**src/rtl/uart_pkg.sv**
```systemverilog
// Shared definitions for the buffered UART transmit path.
package uart_pkg;

  typedef enum logic [2:0] {
    IDLE   = 3'd0,
    START  = 3'd1,
    DATA   = 3'd2,
    PARITY = 3'd3,
    STOP   = 3'd4,
    GAP    = 3'd5
  } tx_state_e;

  localparam int unsigned DEF_PRESCALE   = 3;
  localparam int unsigned DEF_OVERSAMPLE = 16;
  localparam int unsigned DEF_GAP_BITS   = 6;
  localparam int unsigned DEF_FIFO_DEPTH = 4;
  localparam int unsigned DEF_PARITY_EN  = 1;

  // Serial bits per frame: start + 8 data + optional parity + stop.
  function automatic int unsigned frame_bits(input int unsigned parity_en);
    return 10 + ((parity_en != 0) ? 1 : 0);
  endfunction

  localparam int unsigned FRAME_BITS = 10 + DEF_PARITY_EN;

endpackage

```
**src/rtl/uart_sync_fifo.sv**
```systemverilog
// Single-clock FIFO with first-word fall-through read data and a registered level.
module uart_sync_fifo
  import uart_pkg::*;
#(
  parameter int unsigned WIDTH = 8,
  parameter int unsigned DEPTH = DEF_FIFO_DEPTH
) (
  input  logic                   clk,
  input  logic                   rst_n,
  input  logic [WIDTH-1:0]       wr_data,
  input  logic                   wr_en,
  input  logic                   rd_en,
  output logic [WIDTH-1:0]       rd_data,
  output logic                   full,
  output logic                   empty,
  output logic [$clog2(DEPTH):0] level
);

  localparam int unsigned AW = $clog2(DEPTH);

  logic [WIDTH-1:0] mem [DEPTH];
  logic [AW-1:0]    wr_ptr;
  logic [AW-1:0]    rd_ptr;
  logic             do_wr;
  logic             do_rd;

  assign full    = (level == (AW+1)'(DEPTH));
  assign empty   = (level == '0);
  assign do_wr   = wr_en && !full;
  assign do_rd   = rd_en && !empty;
  assign rd_data = mem[rd_ptr];

  // Storage array; contents are don't-care until written.
  always_ff @(posedge clk) begin
    if (do_wr) begin
      mem[wr_ptr] <= wr_data;
    end
  end

  // Pointers wrap naturally at the power-of-two depth; level tracks occupancy.
  always_ff @(posedge clk or negedge rst_n) begin
    if (!rst_n) begin
      wr_ptr <= '0;
      rd_ptr <= '0;
      level  <= '0;
    end else begin
      if (do_wr) begin
        wr_ptr <= wr_ptr + 1'b1;
      end
      if (do_rd) begin
        rd_ptr <= rd_ptr + 1'b1;
      end
      case ({do_wr, do_rd})
        2'b10:   level <= level + 1'b1;
        2'b01:   level <= level - 1'b1;
        default: level <= level;
      endcase
    end
  end

endmodule

```
**src/rtl/uart_frame_tx.sv**
```systemverilog
// Buffered UART transmitter: byte FIFO feeding a start/data/parity/stop/gap serializer.
module uart_frame_tx
  import uart_pkg::*;
#(
  parameter int unsigned PRESCALE   = DEF_PRESCALE,
  parameter int unsigned OVERSAMPLE = DEF_OVERSAMPLE,
  parameter int unsigned FIFO_DEPTH = DEF_FIFO_DEPTH,
  parameter int unsigned PARITY_EN  = DEF_PARITY_EN,
  parameter int unsigned GAP_BITS   = DEF_GAP_BITS
) (
  input  logic                        Clk,
  input  logic                        Rstn,
  input  logic [7:0]                  PalDataIn,
  input  logic                        PalDataInValid,
  output logic                        PalDataInReady,
  output logic                        SerDataOut,
  output logic                        TxBusy,
  output logic [$clog2(FIFO_DEPTH):0] FifoLevel
);

  localparam int unsigned PW       = $clog2(PRESCALE);
  localparam int unsigned TW       = $clog2(OVERSAMPLE);
  localparam int unsigned BCNT_MAX = (GAP_BITS > 8) ? GAP_BITS : 8;
  localparam int unsigned BW       = $clog2(BCNT_MAX);

  logic [PW-1:0] presc_cnt;
  logic          tick;
  tx_state_e     state;
  logic [TW-1:0] tick_cnt;
  logic [BW-1:0] bit_cnt;
  logic [7:0]    shift;
  logic          parity;
  logic          bit_end;
  logic          frame_done;
  logic          pop;
  logic          fifo_full;
  logic          fifo_empty;
  logic [7:0]    fifo_data;

  uart_sync_fifo #(
    .WIDTH (8),
    .DEPTH (FIFO_DEPTH)
  ) u_fifo (
    .clk     (Clk),
    .rst_n   (Rstn),
    .wr_data (PalDataIn),
    .wr_en   (PalDataInValid),
    .rd_en   (pop),
    .rd_data (fifo_data),
    .full    (fifo_full),
    .empty   (fifo_empty),
    .level   (FifoLevel)
  );

  assign PalDataInReady = !fifo_full;
  assign bit_end        = (tick_cnt == TW'(OVERSAMPLE - 1));

  // Free-running prescaler; tick is a registered one-clock pulse per wrap.
  always_ff @(posedge Clk or negedge Rstn) begin
    if (!Rstn) begin
      presc_cnt <= '0;
      tick      <= 1'b0;
    end else begin
      tick      <= (presc_cnt == PW'(PRESCALE - 1));
      presc_cnt <= (presc_cnt == PW'(PRESCALE - 1)) ? '0 : presc_cnt + 1'b1;
    end
  end

  // Flags the last tick of the final idle-high period of a frame.
  always_comb begin
    frame_done = 1'b0;
    if (bit_end) begin
      if (state == GAP && bit_cnt == BW'(GAP_BITS - 1)) begin
        frame_done = 1'b1;
      end
      if (state == STOP && GAP_BITS == 0) begin
        frame_done = 1'b1;
      end
    end
  end

  // Frame end passes through IDLE in zero time: a queued byte starts on that
  // same tick, which keeps the back-to-back pitch equal to frame plus gap.
  assign pop = tick && !fifo_empty && (state == IDLE || frame_done);

  // Serializer FSM; every state or output change happens on a tick.
  always_ff @(posedge Clk or negedge Rstn) begin
    if (!Rstn) begin
      state      <= IDLE;
      SerDataOut <= 1'b1;
      TxBusy     <= 1'b0;
      tick_cnt   <= '0;
      bit_cnt    <= '0;
      shift      <= '0;
      parity     <= 1'b0;
    end else if (tick) begin
      if (pop) begin
        shift      <= fifo_data;
        parity     <= ~^fifo_data;
        SerDataOut <= 1'b0;
        TxBusy     <= 1'b1;
        tick_cnt   <= '0;
        state      <= START;
      end else if (state == IDLE) begin
        tick_cnt <= '0;
      end else if (!bit_end) begin
        tick_cnt <= tick_cnt + 1'b1;
      end else begin
        tick_cnt <= '0;
        case (state)
          START: begin
            SerDataOut <= shift[0];
            shift      <= {1'b0, shift[7:1]};
            bit_cnt    <= '0;
            state      <= DATA;
          end
          DATA: begin
            if (bit_cnt != BW'(7)) begin
              SerDataOut <= shift[0];
              shift      <= {1'b0, shift[7:1]};
              bit_cnt    <= bit_cnt + 1'b1;
            end else if (PARITY_EN != 0) begin
              SerDataOut <= parity;
              state      <= PARITY;
            end else begin
              SerDataOut <= 1'b1;
              state      <= STOP;
            end
          end
          PARITY: begin
            SerDataOut <= 1'b1;
            state      <= STOP;
          end
          STOP: begin
            if (GAP_BITS > 0) begin
              bit_cnt <= '0;
              state   <= GAP;
            end else begin
              TxBusy <= 1'b0;
              state  <= IDLE;
            end
          end
          GAP: begin
            if (bit_cnt == BW'(GAP_BITS - 1)) begin
              TxBusy <= 1'b0;
              state  <= IDLE;
            end else begin
              bit_cnt <= bit_cnt + 1'b1;
            end
          end
          default: begin
            SerDataOut <= 1'b1;
            TxBusy     <= 1'b0;
            state      <= IDLE;
          end
        endcase
      end
    end
  end

endmodule

```
**config.mk**
```make
export PLATFORM = sky130hd
export DESIGN_NAME = uart_frame_tx
export DESIGN_NICKNAME = d
export VERILOG_FILES = /design/src/rtl/uart_pkg.sv /design/src/rtl/uart_sync_fifo.sv /design/src/rtl/uart_frame_tx.sv
export SDC_FILE = /design/constraint.sdc
export NUM_CORES = 1
export LEC_CHECK = 0
export ABC_AREA = 1
export BUFFER_PORTS_ARGS = -buffer_cell sky130_fd_sc_hd__buf_2
export CAP_MARGIN = 20
export CORE_ASPECT_RATIO = 1.1
export CORE_MARGIN = 5
export CORE_UTILIZATION = 59
export CTS_CLUSTER_SIZE = 25
export DETAILED_ROUTE_END_ITERATION = 12
export GPL_ROUTABILITY_DRIVEN = 0
export HOLD_SLACK_MARGIN = 0.06
export PLACE_DENSITY = 0.86
export RECOVER_POWER = 100
export SYNTH_ARGS = -nofsm -noshare
export SYNTH_HDL_FRONTEND = slang
export SYNTH_SLANG_ARGS = --single-unit
```
**constraint.sdc**
```tcl
create_clock -name Clk -period 3.42 [get_ports Clk]
set_clock_uncertainty 0.1 [all_clocks]
set_input_delay 0.513 -clock Clk [delete_from_list [all_inputs] [get_ports Clk]]
set_output_delay 0.513 -clock Clk [all_outputs]
set_load 0.005 [all_outputs]
```
==> flow_summary_export.csv, run 1 <==
group,metric,value,unit
global_route,grt_pass1_vias,2355,
logic_synthesis,synthXorXnorAreaFrac,0.0162,
power,powerDensity,564,mW/mm²
logic_synthesis,synth_top_family_by_area,"simple AND/OR/NAND/NOR gates",
status,status,"finished with violations",
worst_setup_path,crit_path_end,"u_fifo.level[2]",
worst_hold_path,hold_class,"input pin to flop",
route,drt_iter0_drc,135,
logic_synthesis,yosys_register_bits,63,
cts,cts_hold_buffers,0,
floorplan,initial_core_util,0.605,
route,wl_met3,276,µm
finish,num-nets-final,416,
route,ant_nets,0,
timing,hold_viol,0,
logic_synthesis,synthSimpleGateAreaFrac,0.291,
floorplan,dieArea,0.00708,mm²
timing,holdWs,0.320,ns
floorplan,chipHeight,87.7,µm
worst_setup_path,cp.required,3.54,ns
global_route,grt_max_degree,32,
logic_synthesis,synth_compound_area_frac,0.0591,
logic_synthesis,synth_fp_nets,398,
worst_setup_path,critPathLaunch,"tick_cnt[0]",
route,routed_wirelength,5.72,mm
cts,clk_path_buf_depth,2,
power,p_leak,1.64,nW
logic_synthesis,synth_area,0.00324,mm²
global_route,antenna_found_initial,0,
worst_setup_path,crit_type,"flop to flop",
route,via_per_inst,5.09,
timing,setup_violations,0,
finish,multi_input_area,0.00129,mm²
logic_synthesis,yosys_warnings,0,
worst_setup_path,crit_fanout,18,
route,drt-pass1-iter-count,4,
worst_setup_path,crit_arrival,2.85,ns
timing,slew_headroom,-0.0925,
flow_run,max-cap-violations,1,
floorplan,pin_count,17,
worst_setup_path,r2r_setup_slack,0.69,ns
worst_setup_path,end_kind,"flop",
logic_synthesis,synth_mux_area_frac,0,
floorplan,fp.coreArea,0.00536,mm²
finish,seq_area,0.00174,mm²
worst_setup_path,r2r-start,"tick_cnt[0]",
cts,cts_resized,0,
worst_setup_path,start_kind,"flop",
cts,cts_root_buffer,"clkbuf_8",
route,wl_met1,2.43,mm
logic_synthesis,syn_avg_cell_area,8.60,µm²
cts,clk_pin_slew_worst_paths,0.07,ns
route,wl_per_cell,12.0,µm
route,wl_met2,2.85,mm
timing,rsz0062_at_grt,"no",
cts,tritoncts,"done",
finish,nFillCells,428,
timing,maxSlewViolCount,32,
floorplan,rows,28,
logic_synthesis,synth_cells,377,
logic_synthesis,synthAdderAreaFrac,0.0409,
finish,syn2layout_area_growth,9.42,%
finish,antenna_cells,0,
power,power.total,0.00200,W
timing,tns,0,ns
place,dpl.hpwl,4.17,mm
cts,post_cts_buffers,0,
cts,insertion_delay,0.34,ns
timing,timing.fmax,0.366,GHz
logic_synthesis,synth_cell_types,28,
global_route,grt_pass1_wl,10.4,mm
route,drc,0,
global_route,grt-ovfl-total,0,
cts,cts.sinks,63,
timing,layout_min_cycle_time,2.73,ns
global_route,grt_use_total,0.194,
finish,layout-drive-gt1-share,0.0875,
cts,cts_made_buffers,9,
route,top_layer_used,"met4",
worst_setup_path,r2r_cells,13,
floorplan,die_w,80.7,µm
timing,tightestPinTransition,1.64,ns
power,vdd_ir_drop_max,0.000537,V
route,vias,2417,
logic_synthesis,ys_seq_area_frac,0.536,
cts,htreeDepth,3,
place,port_buffers,16,
status,violations,"max-capacitance violations, max-slew violations",
timing,finalCritPeriodShare,0.800,
worst_setup_path,r2r_end,"u_fifo.level[2]",
## power by group
group          switching, W  internal (W)  leakage (nW)
Combinational      0.000213      0.000102         0.872
Sequential        0.0000427      0.000914         0.648
Clock              0.000269      0.000461         0.121
## cells in the final DEF (no fill, tap or decap), drive strengths merged, types with 2 or more instances in the layout
cell type / n
nor2: 27
or2: 2
nand3: 28
dfrtp: 30
nand2: 166
xnor2: 2
a21oi: 10
ha: 9
clkbuf: 28
inv: 31
xor2: 4
buf: 3
edfxtp: 32
o21ai: 23
## critical path, stage by stage, from the launching register on
cell     delay [ns]
dfrtp_1        0.39
ha_1           0.20
nand3_1        0.12
nand2_2        0.08
inv_1          0.03
nor2_1         0.31
nand3_4        0.20
inv_6          0.17
ha_1           0.16
inv_1          0.07
fa_1           0.37
a21oi_1        0.14
o21ai_0        0.11
xor2_1         0.15
## cell usage after synthesis
library cell | count | share of area
nand3_4 | 1 | 0.0054
or2_2 | 2 | 0.0039
xor2_1 | 4 | 0.011
nor2_4 | 4 | 0.014
a21oi_1 | 10 | 0.015
nor3_1 | 1 | 0.0015
inv_2 | 6 | 0.0069
dfstp_2 | 1 | 0.0081
fa_1 | 1 | 0.0062
o21ai_0 | 8 | 0.012
ha_1 | 9 | 0.035
buf_2 | 5 | 0.0077
nand2_2 | 5 | 0.0096
inv_1 | 24 | 0.028
nand2_1 | 161 | 0.19
buf_6 | 1 | 0.0035
nand4_1 | 1 | 0.0019
buf_8 | 1 | 0.0046
nor2_1 | 23 | 0.027
nand3_1 | 27 | 0.042
o21ai_2 | 7 | 0.019
edfxtp_1 | 32 | 0.30
buf_1 | 1 | 0.0012
dfrtp_1 | 30 | 0.23
o21ai_1 | 8 | 0.012
inv_6 | 1 | 0.0027
xnor2_1 | 2 | 0.0054
buf_4 | 1 | 0.0023
## layer usage
metal  global-route usage  vias to the layer above
met5                    0                        -
li1                     -                     1240
met1                0.225                     1096
met2                0.328                       59
met3               0.0607                       22
met4               0.0937                        0
## layout make-up
class | instances | area share
Sequential cell | 63 | 0.490
Multi-Input combinational cell | 274 | 0.364
Clock buffer | 15 | 0.0586
Inverter | 31 | 0.0342
Tap cell | 75 | 0.0265
Timing Repair Buffer | 16 | 0.0180
Clock inverter | 1 | 0.00847
## metrics by stage
step | cells | area (µm²) | setup slack [ns] | util
after floorplan | 377 | 3240 | 0.991 | -
after detailed placement | 459 | 3350 | 0.869 | 0.626
after CTS | 475 | 3590 | 0.865 | 0.670
after global placement | 459 | 3350 | 0.969 | 0.626
final | 475 | 3550 | 0.685 | 0.662
after global routing | 475 | 3550 | 0.363 | 0.662
## registers in the layout, indices dropped and copies added (netlist names)
signal and cells:
SerDataOut 1, TxBusy 1, bit_cnt 3, parity 1, presc_cnt 2, shift 8
state 3, tick 1, tick_cnt 4, u_fifo.level 3, u_fifo.mem 32, u_fifo.rd_ptr 2
u_fifo.wr_ptr 2
## cell families after synthesis
family	after synthesis
fa+ha+maj	10
compound gates	33
flops	63
xor+xnor	6
simple gates	225
buf+inv	40
## worst min path at each step
stage,from,end,slack [ns],cells after the start
final,PalDataIn[7],u_fifo.mem[3][7],0.32,1
after global placement,presc_cnt[0],presc_cnt[0],0.33,1
after detailed placement,presc_cnt[0],presc_cnt[0],0.34,1
after floorplan,Rstn,TxBusy,0.12,0
after CTS,Rstn,bit_cnt[2],0.13,1
after global routing,PalDataIn[0],u_fifo.mem[1][0],0.32,1
Power figures use the tool's default switching activity.
==> inputs of run 2 (changes only) <==
==> constraint.sdc (replaced) <==
create_clock -name Clk -period 2.68 [get_ports Clk]
set_clock_uncertainty 0.1 [all_clocks]
set_input_delay 0.402 -clock Clk [delete_from_list [all_inputs] [get_ports Clk]]
set_output_delay 0.402 -clock Clk [all_outputs]
set_load 0.005 [all_outputs]
==> flow_summary_export.csv, run 2 (synthesis gave the netlist of run 1 again) <==
group,metric,value,unit
finish,layout-drive-gt1-share,0.103,
worst_hold_path,hold_class,"input pin to flop",
finish,syn2layout_area_growth,9.84,%
cts,cts_resized,0,
global_route,grt_pass1_vias,2384,
cts,cts_made_buffers,9,
route,wl_met3,168,µm
route,wl_met1,2.56,mm
route,routed_wirelength,5.79,mm
place,dpl-instance-area,0.00341,mm²
worst_setup_path,crit_arrival,2.59,ns
place,port_buffers,16,
route,vias,2444,
floorplan,dieArea,0.00708,mm²
power,vdd_ir_drop_max,0.000509,V
route,drc,0,
cts,cts.sinks,63,
worst_setup_path,crit_type,"flop to flop",
timing,layout_min_cycle_time,2.48,ns
power,p_leak,1.65,nW
timing,hold_viol,0,
status,status,"finished with violations",
route,via_per_inst,5.06,
global_route,grt_use_total,0.194,
floorplan,fp.coreArea,0.00536,mm²
floorplan,chipHeight,87.7,µm
global_route,antenna_found_initial,0,
worst_hold_path,hold_path_depth,1,
cts,htreeDepth,3,
floorplan,initial_core_util,0.605,
worst_setup_path,start_kind,"flop",
route,drt-pass1-iter-count,4,
floorplan,pin_count,17,
timing,maxSlewViolCount,32,
route,drt_iter0_drc,134,
floorplan,die_w,80.7,µm
cts,cts_root_buffer,"clkbuf_8",
route,wl_per_cell,12.0,µm
route,ant_nets,0,
power,powerDensity,688,mW/mm²
route,top_layer_used,"met4",
finish,regMostFlops,"u_fifo.mem",
worst_setup_path,cp.required,2.80,ns
finish,layout_common_cells,"nand2_1, edfxtp_1, dfrtp_1",
timing,tns,0,ns
finish,final_area,0.00356,mm²
finish,largest_reg_flops,32,
worst_setup_path,end_kind,"flop",
global_route,grt_max_degree,32,
cts,post_cts_buffers,0,
place,dpl.hpwl,4.10,mm
finish,reg_top3,"u_fifo.mem (32), shift (8), tick_cnt (4)",
cts,tritoncts,"done",
finish,num-nets-final,424,
finish,layout_commonest_cell,"nand2_1",
worst_setup_path,crit_fanout,8,
worst_setup_path,r2r_cells,13,
timing,rsz0062_at_grt,"no",
flow_run,max-cap-violations,1,
timing,setup_violations,0,
timing,finalCritPeriodShare,0.924,
floorplan,rows,28,
timing,slew_headroom,-0.0885,
timing,tightestPinTransition,1.63,ns
cts,clk_path_buf_depth,2,
finish,antenna_cells,0,
cts,insertion_delay,0.34,ns
route,wl_met2,2.95,mm
finish,utilization,0.664,
timing,timing.fmax,0.404,GHz
status,violations,"max-capacitance violations, max-slew violations",
cts,clk_pin_slew_worst_paths,0.07,ns
global_route,grt_pass1_wl,10.5,mm
global_route,grt-ovfl-total,0,
cts,cts_hold_buffers,1,
## run 2: changes by cell type in the layout (fill, tap and decap cells not counted), sizes merged
cell	before	now
inv	31	33
clkinv	0	3
dlygate4sd3	0	1
clkbuf	28	27
buf	3	6
## run 2: layer usage
layer | vias to the layer above | track usage
met5 | - | 0
met4 | 0 | 0.0983
met3 | 11 | 0.0329
met2 | 32 | 0.331
met1 | 1142 | 0.238
li1 | 1259 | -
## run 2: final timing paths
path	start	end	slack, ns
max reg2reg	tick_cnt[1]	u_fifo.level[2]	0.20
min in group asynchronous	Rstn	state[2]	0.91
max in group asynchronous	Rstn	shift[7]	0.62
min reg2reg	presc_cnt[1]	presc_cnt[1]	0.36
max	tick_cnt[1]	u_fifo.level[2]	0.20
min	PalDataIn[3]	u_fifo.mem[1][3]	0.22
## run 2: area by class of cell
| type | instances | area (µm²) |
|---|---|---|
| sequential | 63 | 1740 |
| inverter | 31 | 121 |
| multi-input combinational | 274 | 1300 |
| tap | 75 | 93.8 |
| clock buffer | 10 | 138 |
| fill | 437 | 1800 |
| timing repair buffer | 24 | 113 |
| clock inverter | 6 | 57.6 |
## run 2: critical path: stages (launching register included)
cell,delay [ns]
dfrtp_1,0.39
ha_1,0.21
nand3_1,0.12
nand2_2,0.09
inv_2,0.04
nor2_4,0.13
nand3_4,0.16
inv_6,0.08
ha_1,0.14
inv_1,0.07
fa_1,0.38
a21oi_1,0.16
o21ai_0,0.12
xor2_1,0.16
## run 2: where the power goes
group          total [W]  leakage [nW]  internal, W  switching, W
combinational   0.000417         0.897     0.000139      0.000278
sequential       0.00122         0.648      0.00117     0.0000528
clock           0.000814         0.107     0.000450      0.000364
## run 2: through the flow
stage / total power, W / hold slack [ns] / cells / setup WS (ns)
finish: 0.00245 / 0.219 / 483 / 0.203
global route: 0.00261 / 0.225 / 483 / 0.0398
CTS: 0.00249 / 0.163 / 483 / 0.210
detailed placement: 0.00167 / 0.351 / 466 / 0.222
global placement: 0.00165 / 0.333 / 466 / 0.356
floorplan: 0.00151 / 0.00641 / 377 / 0.251
